**config.mk**
```make
export PLATFORM = sky130hd
export DESIGN_NAME = audio_stream_ctrl_flat
export DESIGN_NICKNAME = d
export VERILOG_FILES = /design/src/rtl/audio_pkg.sv /design/src/rtl/audio_stream_ctrl_if.sv /design/src/rtl/sample_fifo.sv /design/src/rtl/audio_stream_ctrl.sv /design/src/flat_wrapper.sv
export SDC_FILE = /design/constraint.sdc
export NUM_CORES = 1
export LEC_CHECK = 0
export CAP_MARGIN = 10
export CORE_ASPECT_RATIO = 1.1
export CORE_MARGIN = 2
export CORE_UTILIZATION = 50
export CTS_BUF_LIST = sky130_fd_sc_hd__clkbuf_8 sky130_fd_sc_hd__clkbuf_16
export DETAILED_ROUTE_END_ITERATION = 10
export PLACE_DENSITY = 0.75
export SLEW_MARGIN = 10
export SYNTH_ARGS = -nofsm -noshare
export SYNTH_HDL_FRONTEND = slang
export SYNTH_HIERARCHICAL = 1
export SYNTH_SLANG_ARGS = --single-unit
```
**constraint.sdc**
```tcl
create_clock -name clk_25mhz -period 8.6 [get_ports clk_25mhz]
set_clock_uncertainty 0.15 [all_clocks]
set_input_delay 1.72 -clock clk_25mhz [delete_from_list [all_inputs] [get_ports clk_25mhz]]
set_output_delay 1.72 -clock clk_25mhz [all_outputs]
set_load 0.1 [all_outputs]
```
**src/rtl/audio_pkg.sv**
```systemverilog
// Shared constants for the audio streaming controller: sample width,
// default clock rate and the controller state encodings.
package audio_pkg;

    localparam int SAMPLE_W         = 16;
    localparam int DEFAULT_CLOCK_HZ = 25_000_000;

    localparam logic [1:0] ST_IDLE = 2'd0;
    localparam logic [1:0] ST_FILL = 2'd1;
    localparam logic [1:0] ST_PLAY = 2'd2;

endpackage

```
**src/rtl/audio_stream_ctrl_if.sv**
```systemverilog
// Receiver-side and playback-side stream signals of the audio controller.
// The controller takes the slave view; the SPI receiver / DAC side takes the master view.
interface audio_stream_ctrl_if;
    import audio_pkg::*;

    logic                rx_valid;
    logic [SAMPLE_W-1:0] rx_data;
    logic                rx_active;
    logic [SAMPLE_W-1:0] sample_out;
    logic                sample_valid;

    modport slave (
        input  rx_valid, rx_data,
        output rx_active, sample_out, sample_valid
    );

    modport master (
        output rx_valid, rx_data,
        input  rx_active, sample_out, sample_valid
    );

endinterface

```
**src/rtl/sample_fifo.sv**
```systemverilog
// Sample buffer: first-word-fall-through FIFO with synchronous flush.
// A push into a full buffer is accepted only when a pop happens in the same cycle.
module sample_fifo
    import audio_pkg::*;
#(
    parameter int DEPTH = 16,
    parameter int W     = SAMPLE_W
) (
    input  logic                     clk,
    input  logic                     reset_n,
    input  logic                     push,
    input  logic                     pop,
    input  logic                     flush,
    input  logic [W-1:0]             din,
    output logic [W-1:0]             dout,
    output logic [$clog2(DEPTH):0]   level,
    output logic                     full,
    output logic                     empty
);

    localparam int AW = $clog2(DEPTH);

    logic [W-1:0]  mem [DEPTH];
    logic [AW-1:0] wr_ptr_q, wr_ptr_d;
    logic [AW-1:0] rd_ptr_q, rd_ptr_d;
    logic [AW:0]   level_q, level_d;
    logic          do_push, do_pop;

    assign full    = (level_q == (AW+1)'(DEPTH));
    assign empty   = (level_q == '0);
    assign do_pop  = pop && !empty && !flush;
    assign do_push = push && (!full || do_pop) && !flush;

    // NOTE: every variable assigned here gets a default first so no path leaves it unassigned (no latch).
    always_comb begin
        wr_ptr_d = wr_ptr_q;
        rd_ptr_d = rd_ptr_q;
        level_d  = level_q;
        if (flush) begin
            wr_ptr_d = '0;
            rd_ptr_d = '0;
            level_d  = '0;
        end else begin
            if (do_push) wr_ptr_d = wr_ptr_q + AW'(1);
            if (do_pop)  rd_ptr_d = rd_ptr_q + AW'(1);
            case ({do_push, do_pop})
                2'b10:   level_d = level_q + (AW+1)'(1);
                2'b01:   level_d = level_q - (AW+1)'(1);
                default: level_d = level_q;
            endcase
        end
    end

    // NOTE: state registers use non-blocking assignments so all flops update from pre-edge values.
    always_ff @(posedge clk or negedge reset_n) begin
        if (!reset_n) begin
            wr_ptr_q <= '0;
            rd_ptr_q <= '0;
            level_q  <= '0;
        end else begin
            wr_ptr_q <= wr_ptr_d;
            rd_ptr_q <= rd_ptr_d;
            level_q  <= level_d;
        end
    end

    // NOTE: storage is deliberately not reset; pointers and level define validity.
    always_ff @(posedge clk) begin
        if (do_push) mem[wr_ptr_q] <= din;
    end

    assign dout  = mem[rd_ptr_q];
    assign level = level_q;

endmodule

```
**src/rtl/audio_stream_ctrl.sv**
```systemverilog
// Audio playback controller: buffers received samples, waits for a prefill,
// then releases one sample per sample-rate tick; tracks over/underflow.
module audio_stream_ctrl
    import audio_pkg::*;
#(
    parameter int CLOCK_HZ   = DEFAULT_CLOCK_HZ,
    parameter int SAMPLE_HZ  = 48_000,
    parameter int FIFO_DEPTH = 16,
    parameter int PREFILL    = 8
) (
    input  logic                          clk_25mhz,
    input  logic                          reset_n,
    input  logic                          enable,
    input  logic                          clear_status,
    audio_stream_ctrl_if.slave            stream,
    output logic [$clog2(FIFO_DEPTH):0]   fifo_level,
    output logic                          overflow,
    output logic                          underflow,
    output logic [1:0]                    state_out
);

    localparam int DIV   = CLOCK_HZ / SAMPLE_HZ;
    localparam int CNT_W = (DIV > 1) ? $clog2(DIV) : 1;
    localparam int LVL_W = $clog2(FIFO_DEPTH) + 1;

    logic [1:0]          state_q, state_d;
    logic [CNT_W-1:0]    tick_cnt_q, tick_cnt_d;
    logic [SAMPLE_W-1:0] sample_out_q, sample_out_d;
    logic                sample_valid_q, sample_valid_d;
    logic                rx_active_q, rx_active_d;
    logic                overflow_q, overflow_d;
    logic                underflow_q, underflow_d;

    logic                push, pop, flush, tick, ovf_set, unf_set;
    logic [SAMPLE_W-1:0] fifo_dout;
    logic [LVL_W-1:0]    fifo_lvl, level_post;
    logic                fifo_full, fifo_empty;

    sample_fifo #(.DEPTH(FIFO_DEPTH), .W(SAMPLE_W)) u_fifo (
        .clk     (clk_25mhz),
        .reset_n (reset_n),
        .push    (push),
        .pop     (pop),
        .flush   (flush),
        .din     (stream.rx_data),
        .dout    (fifo_dout),
        .level   (fifo_lvl),
        .full    (fifo_full),
        .empty   (fifo_empty)
    );

    assign tick = (state_q == ST_PLAY) && (tick_cnt_q == CNT_W'(DIV - 1));

    always_comb begin
        state_d        = state_q;
        tick_cnt_d     = tick_cnt_q;
        sample_out_d   = sample_out_q;
        sample_valid_d = 1'b0;
        push           = 1'b0;
        pop            = 1'b0;
        flush          = 1'b0;
        unf_set        = 1'b0;
        level_post     = fifo_lvl;
        if (!enable) begin
            state_d      = ST_IDLE;
            tick_cnt_d   = '0;
            sample_out_d = '0;
            flush        = 1'b1;
        end else begin
            case (state_q)
                ST_IDLE: begin
                    flush        = 1'b1;
                    tick_cnt_d   = '0;
                    sample_out_d = '0;
                    state_d      = ST_FILL;
                end
                ST_FILL: begin
                    push       = stream.rx_valid;
                    tick_cnt_d = '0;
                    // Prefill decision uses the level as it will be after this cycle's push.
                    level_post = fifo_lvl + LVL_W'(stream.rx_valid && !fifo_full);
                    if (level_post >= LVL_W'(PREFILL)) state_d = ST_PLAY;
                end
                ST_PLAY: begin
                    push       = stream.rx_valid;
                    tick_cnt_d = tick ? '0 : tick_cnt_q + CNT_W'(1);
                    if (tick) begin
                        sample_valid_d = 1'b1;
                        if (fifo_empty) begin
                            unf_set      = 1'b1;
                            sample_out_d = '0;
                            state_d      = ST_FILL;
                        end else begin
                            pop          = 1'b1;
                            sample_out_d = fifo_dout;
                        end
                    end
                end
                default: begin
                    state_d      = ST_IDLE;
                    tick_cnt_d   = '0;
                    sample_out_d = '0;
                    flush        = 1'b1;
                end
            endcase
        end
        ovf_set     = push && fifo_full && !pop;
        overflow_d  = ovf_set || (overflow_q && !clear_status);
        underflow_d = unf_set || (underflow_q && !clear_status);
        rx_active_d = (state_d != ST_IDLE);
    end

    always_ff @(posedge clk_25mhz or negedge reset_n) begin
        if (!reset_n) begin
            state_q        <= ST_IDLE;
            tick_cnt_q     <= '0;
            sample_out_q   <= '0;
            sample_valid_q <= 1'b0;
            rx_active_q    <= 1'b0;
            overflow_q     <= 1'b0;
            underflow_q    <= 1'b0;
        end else begin
            state_q        <= state_d;
            tick_cnt_q     <= tick_cnt_d;
            sample_out_q   <= sample_out_d;
            sample_valid_q <= sample_valid_d;
            rx_active_q    <= rx_active_d;
            overflow_q     <= overflow_d;
            underflow_q    <= underflow_d;
        end
    end

    assign stream.rx_active    = rx_active_q;
    assign stream.sample_out   = sample_out_q;
    assign stream.sample_valid = sample_valid_q;
    assign fifo_level          = fifo_lvl;
    assign overflow            = overflow_q;
    assign underflow           = underflow_q;
    assign state_out           = state_q;

endmodule

```
**src/flat_wrapper.sv**
```systemverilog
// flat-port wrapper written by rule: the top's interface ports become plain ports
module audio_stream_ctrl_flat import audio_pkg::*;
#(
    parameter int CLOCK_HZ   = DEFAULT_CLOCK_HZ,
    parameter int SAMPLE_HZ  = 48_000,
    parameter int FIFO_DEPTH = 16,
    parameter int PREFILL    = 8
)
  (clk_25mhz, reset_n, enable, clear_status, fifo_level, overflow, underflow, state_out, stream_rx_valid, stream_rx_data, stream_rx_active, stream_sample_out, stream_sample_valid);
  audio_stream_ctrl_if stream_i ();
  input  logic clk_25mhz;
  input  logic reset_n;
  input  logic enable;
  input  logic clear_status;
  output logic [$clog2(FIFO_DEPTH):0] fifo_level;
  output logic overflow;
  output logic underflow;
  output logic [1:0] state_out;
  input wire logic [$bits(stream_i.rx_valid)-1:0] stream_rx_valid;
  input wire logic [$bits(stream_i.rx_data)-1:0] stream_rx_data;
  output wire logic [$bits(stream_i.rx_active)-1:0] stream_rx_active;
  output wire logic [$bits(stream_i.sample_out)-1:0] stream_sample_out;
  output wire logic [$bits(stream_i.sample_valid)-1:0] stream_sample_valid;
  assign stream_i.rx_valid = stream_rx_valid;
  assign stream_i.rx_data = stream_rx_data;
  assign stream_rx_active = stream_i.rx_active;
  assign stream_sample_out = stream_i.sample_out;
  assign stream_sample_valid = stream_i.sample_valid;
  audio_stream_ctrl #(.CLOCK_HZ(CLOCK_HZ), .SAMPLE_HZ(SAMPLE_HZ), .FIFO_DEPTH(FIFO_DEPTH), .PREFILL(PREFILL)) u_core (.clk_25mhz(clk_25mhz), .reset_n(reset_n), .enable(enable), .clear_status(clear_status), .stream(stream_i), .fifo_level(fifo_level), .overflow(overflow), .underflow(underflow), .state_out(state_out));
endmodule
```
### Word-level counts from Yosys, hierarchy flattened

Memory sizes are Yosys's and may differ from the RTL's.
Cells that the tools add are included.
W data, S select, Z words.

| cells by class | value |
|---|---|
| add/subtract/negate cells | 6 |
| $lt $le $gt $ge | 1 |
| eq/ne operators | 8 |
| muxes and demuxes | 35 |
| reductions and logical operators | 26 |

Operator list:

| kind | count |
|---|---|
| $mux W16 | 3 |
| $pmux W16 S2 | 1 |
| $mux W10 | 3 |
| $mux W1 | 17 |
| $mux W4 | 4 |
| $add A10 B1 Y10 const B | 1 |
| $eq A10 B10 Y1 const B | 1 |
| $logic_and A1 B1 Y1 | 10 |
| $pmux W5 S2 | 1 |
| $add A4 B1 Y4 const B | 2 |
| $mux W2 | 4 |
| $pmux W2 S3 | 1 |
| $reduce_bool A2 Y1 | 3 |
| $add A5 B1 Y5 | 1 |
| $add A5 B1 Y5 const B | 1 |
| $eq A5 B5 Y1 const B | 1 |
| $ge A5 B4 Y1 const B | 1 |
| $logic_not A1 Y1 | 5 |
| $logic_not A5 Y1 | 1 |
| $mux W5 | 1 |
| $sub A5 B1 Y5 const B | 1 |
| $eq A2 B1 Y1 const B | 2 |
| $eq A2 B2 Y1 const B | 2 |
| $logic_or A1 B1 Y1 | 3 |
| other kinds (6) | 6 |

| storage, ports and cells | value |
|---|---|
| register bits after elaboration | 45 |
| RAM bits | 256 |
| bits of input ports | 21 |
| output and inout port bits | 27 |
| logic and storage cells | 87 |
| memories kept | 1 |

Memories:

| name | words | bits a word | read ports | clocked after memory_dff | wr ports | line | source |
|---|---|---|---|---|---|---|---|
| u_core.u_fifo.mem | 16 | 16 | 1 | 0 | 1 | sample_fifo.sv:23 | `logic [W-1:0] mem [DEPTH];` |

### Depth between registers and ports, before layout

| logic depth | value |
|---|---|
| depth in word-level cells | 13 |
| depth in mapped cells | 13 |
| mapped depth without buffers | 13 |

### Cells and area by module

Netlist, hierarchy kept.

By module, submodules not included:

| module | instances | cells an instance | area each (um^2) | sequential area each (um^2) |
|---|---|---|---|---|
| sample_fifo | 1 | 582 | 10746.6 | 8012.7 |
| audio_stream_ctrl | 1 | 126 | 1554.0 | 800.8 |

### Worst setup path after synthesis

OpenSTA, ideal clock, no wires.

| path | value |
|---|---|
| kind | reg-to-reg |
| start | register u_core.state_q[1] (netlist: u_core/state_out[1]) |
| end | memory u_core/u_fifo/mem[0][0] in the netlist's numbering (enable) |
| library setup time | 0.409 ns |
| data arrival time | 3.856 ns |
| required time | 8.041 ns |
| slack | 4.184 ns |
| cell stages (with the launch flop) | 9 |
| path buffers | 0 |
| period minus slack after synthesis | 4.416 ns |
| cell sequence | dfrtp_1 -> ha_1 -> nand2_1 -> nor3_4 -> and3b_2 -> inv_1 -> a311oi_1 -> nand2_1 -> nor3_1 |

| between the ends | value |
|---|---|
| longest elaborated chain between the ends | 12 |
| elaborated cells on any way between the ends | 19 |
| those cells by class | eq/ne (2); mux (9); reduce/logical (8) |

Ends and longest elaborated chain:

| item | line | source |
|---|---|---|
| from (decl) | audio_stream_ctrl.sv:26 | `logic [1:0] state_q, state_d;` |
| from (signal assigned) | audio_stream_ctrl.sv:123 | `state_q <= state_d;` |
| $eq A2 B2 Y1 * | audio_stream_ctrl.sv:52, audio_stream_ctrl.sv:70 |  |
| $logic_and A1 B1 Y1 | audio_stream_ctrl.sv:52 | `assign tick = (state_q == ST_PLAY) && (tick_cnt_q == CNT_W'(DIV - 1));` |
| $mux W1 | audio_stream_ctrl.sv:87 | `if (tick) begin` |
| $mux W1 * | audio_stream_ctrl.sv:70 | `case (state_q)` |
| $mux W1 * | audio_stream_ctrl.sv:64 | `if (!enable) begin` |
| via u_core.pop | audio_stream_ctrl.sv:34 | `logic push, pop, flush, tick, ovf_set, unf_set;` |
| $logic_and A1 B1 Y1 * (2 in a row) | sample_fifo.sv:31 | `assign do_pop = pop && !empty && !flush;` |
| $logic_or A1 B1 Y1 * | sample_fifo.sv:32 | `assign do_push = push && (!full \|\| do_pop) && !flush;` |
| $logic_and A1 B1 Y1 * (2 in a row) | sample_fifo.sv:32 |  |
| $mux W1 * | sample_fifo.sv:69 | `if (do_push) mem[wr_ptr_q] <= din;` |
| $mux W1 (not written as such) * | sample_fifo.sv:69 |  |
| to (decl) | sample_fifo.sv:23 |  |

Mark *: on every way through the listed nets, which the timed path passes. The rest lies on a longest branch.

### Worst setup path in the final report

| path | value |
|---|---|
| start | input enable |
| end | memory u_core/u_fifo/mem[14][13] in the netlist's numbering (enable) |

| between the ends | value |
|---|---|
| longest elaborated chain between the ends | 8 |
| elaborated cells on any way between the ends | 11 |
| those cells by class | mux (5); reduce/logical (6) |

Ends and longest elaborated chain:

| item | line | source |
|---|---|---|
| from (decl) | flat_wrapper.sv:13 | `input logic enable;` |
| $mux W1 * | audio_stream_ctrl.sv:64 |  |
| via u_core.flush | audio_stream_ctrl.sv:34 |  |
| $logic_not A1 Y1 * | sample_fifo.sv:31, sample_fifo.sv:32 |  |
| $logic_and A1 B1 Y1 | sample_fifo.sv:31 |  |
| $logic_or A1 B1 Y1 | sample_fifo.sv:32 |  |
| $logic_and A1 B1 Y1 | sample_fifo.sv:32 |  |
| $logic_and A1 B1 Y1 * | sample_fifo.sv:32 |  |
| $mux W1 * | sample_fifo.sv:69 |  |
| $mux W1 (not written as such) * | sample_fifo.sv:69 |  |

Marked as above.

==> metrics <==
Clk Latency, worst-skew pair=0.54 ns; drt initial violations=554; Post-Syn Area=12300 um2; CP max FO=19; die area=25900 um2; Root Driver=clkbuf_16; GR peak layer=met2; Rel. slew slack=0.290; Setup violations, final=0; Period minus WS final=4.51 ns; initial antenna violation count=0; port buffer count=47; Fill cells=1828; worst r2r path cells=11; Final Hold Fails=0; max frequency=0.222 GHz; CTS hold repair buffers=0; status=finished, final reports clean; Final #Nets=807; Post-Route WL=24100 um; HP Start=u_core/overflow; Power Internal=2.34 mW; M1 GR Usage=0.257; worst hold-check path type=reg2reg; DRC=0; R2R Path End=u_core/u_fifo/level[4]; Placer Congestion=0.862; setup ws final=4.09 ns; GRT Total Usage=0.188; commonest non-fill, non-tap cells in the layout=edfxtp_1 (256), mux2i_1 (71), clkdlybuf4s50_1 (46); vias in the first global route=6654; # H-tree levels=1; P_sw=567 uW; r2r startpoint=u_core/u_fifo/level[1]; Setup WS pre-CTS=3.63 ns; Reg power frac=0.548; share of cells above drive strength 1=0.164; Pre-antenna DRT Iters=5; setup TNS=0 ns; I/O pin cnt=48; post-route cell area=14100 um2; Critical Path End Type=register; Switching Share=0.195; critical path endpoint=u_core/u_fifo/mem[14][13]; first-pass GRT wire length=37800 um; Pwr Total=2.90 mW; largest net degree at the start of global routing=46; clock power share=0.424; RSZ-0062 raised after global routing=false; Slew Viols, Final=0; CTS Buffer Depth=3; Worst-path clk slew=0.06 ns; critical path class=in2reg; post-route ant nets=0; FP Rows=60; dpl hpwl=15700 um; Seq/Total Area, Yosys=0.717; FF-to-FF setup slack=4.74 ns; area of the multi-input gates=3270 um2; register area=8820 um2; type of origin of the critical path=input pin; CTS sink cnt=301; maximum VDD drop=0.000166 V; power density cells=206 nW/um2; post-place instance area=13200 um2; core area=24300 um2; hold slack=0.355 ns; Initial Util=0.506; detailed-route via count=6548; post-CTS setup buffers=0; synthesized area per cell=17.4 um2; area delta synth->final=14.5%; asr flop ratio synth=0.150; Yosys reg bits=301; Worst-Margin Slew=1.06 ns; dominant synthesized flop cell=edfxtp_1; Ys Warns=6; met3 Use GR=0.0246; antenna diode count=0; wire per inst=21.9 um; Via density=5.94; die width=154 um; LEAKAGE=4.65 nW; critical path arrival=4.60 ns; Req. time, crit path=8.68 ns; max-cap viol count=0; crit path from=enable; GR Util met2=0.322; synthesized instance count=708; final critical-path share of the clock period=0.525; Comb power frac=0.028; Netlist cell types=58; EDFF count, synth=256; Die Ht=169 um; syn_nets=745; TritonCTS Buffers=28; most common cell after layout, fill and taps aside=edfxtp_1; cts repair resizes=0; clock tree from TritonCTS=done; Remaining Overflow, GRT=0
-- worst min-delay path by stage --
stage	endpoint	slack [ns]	cells past startpoint
CTS	u_core/overflow	0.35	1
detailed placement	u_core/overflow	0.33	1
global route	u_core/stream.sample_out[7]	0.39	1
global placement	u_core/overflow	0.35	1
floorplan	u_core/tick_cnt_q[0]	0.33	1
finish	u_core/overflow	0.36	1
-- per-stage QoR --
stage | utilization | std cells
3_3_place_gp | 0.541 | 1050
5_1_grt | 0.579 | 1102
6_report | 0.579 | 1102
4_1_cts | 0.579 | 1102
2_1_floorplan | - | 708
3_5_place_dp | 0.541 | 1050
-- worst max-delay path: stages --
cell	delay (ns)
clkdlybuf4s50_1	0.68
nand2_1	0.46
a311oi_1	0.70
nand2_1	0.28
nor2_1	0.46
buf_4	0.29
-- registers in the layout, summed over array words and instances (netlist names) --
signal / cells
u_core/overflow: 1
u_core/tick_cnt_q: 10
u_core/underflow: 1
u_core/stream.sample_out: 16
u_core/u_fifo/wr_ptr_q: 4
u_core/u_fifo/level: 5
u_core/state_out: 2
u_core/stream.sample_valid: 1
u_core/u_fifo/rd_ptr_q: 4
u_core/u_fifo/mem: 256
u_core/stream.rx_active: 1
-- layout make-up --
type,instances,area share
Inverter,15,0.00400
Clock buffer,29,0.0515
Multi-Input combinational cell,356,0.232
Tap cell,310,0.0275
Sequential cell,301,0.626
Timing Repair Buffer,68,0.0442
Clock inverter,23,0.0147
-- power groups by stage --
stage	Clock [mW]	Combinational, mW	Sequential [mW]
final	1.23	0.0800	1.59
after detailed placement	0	0.0802	1.62
after global placement	0	0.0772	1.62
after CTS	1.25	0.0808	1.59
after floorplan	0	0.0243	1.64
after global routing	1.31	0.0868	1.59
-- per-layer routing --
| layer | vias to the layer above | part of all wire |
|---|---|---|
| met3 | 40 | 0.059 |
| met4 | 0 | 0.022 |
| met2 | 220 | 0.51 |
| met5 | - | 0 |
| met1 | 3343 | 0.41 |
| li1 | 2945 | - |
-- kinds of logic (layout without fill, tap and decap cells) --
kind of cell,after synthesis,in the layout,share of synthesized area
adders and majority gates,16,16,0.0169
buffers and inverters,51,135,0.0195
muxes,106,106,0.119
xor gates and xnor gates,14,14,0.00997
AOI/OAI and AO/OA,109,109,0.0706
and+or+nand+nor,111,111,0.0474
DFF,301,301,0.717
-- Yosys cell counts (all sizes together) (2+ instances only) --
cell type  instances  area [um2]
mux2i             71         711
a31oi              3        18.8
buf               16         104
nand2             31         124
a22o              17         166
and3               2        12.5
nor2              39         146
a21oi              5        25.0
o21ai             20         100
nand2b             7        43.8
xor2               9        78.8
nand4              3        18.8
and2               2        13.8
nor3               8        51.3
inv               14        52.6
dfrtp             45        1130
or3                2        12.5
ha                15         188
a221oi            33         289
nand3              5        25.0
mux2               3        33.8
mux4              32         721
or4                2        18.8
edfxtp           256        7690
a211oi             3        27.5
xnor2              5        43.8
a22oi             16         120
a311oi             2        17.5
clkbuf            20        80.1
nor2b              4        25.0
No activity file was read; power rests on OpenSTA's default activity.
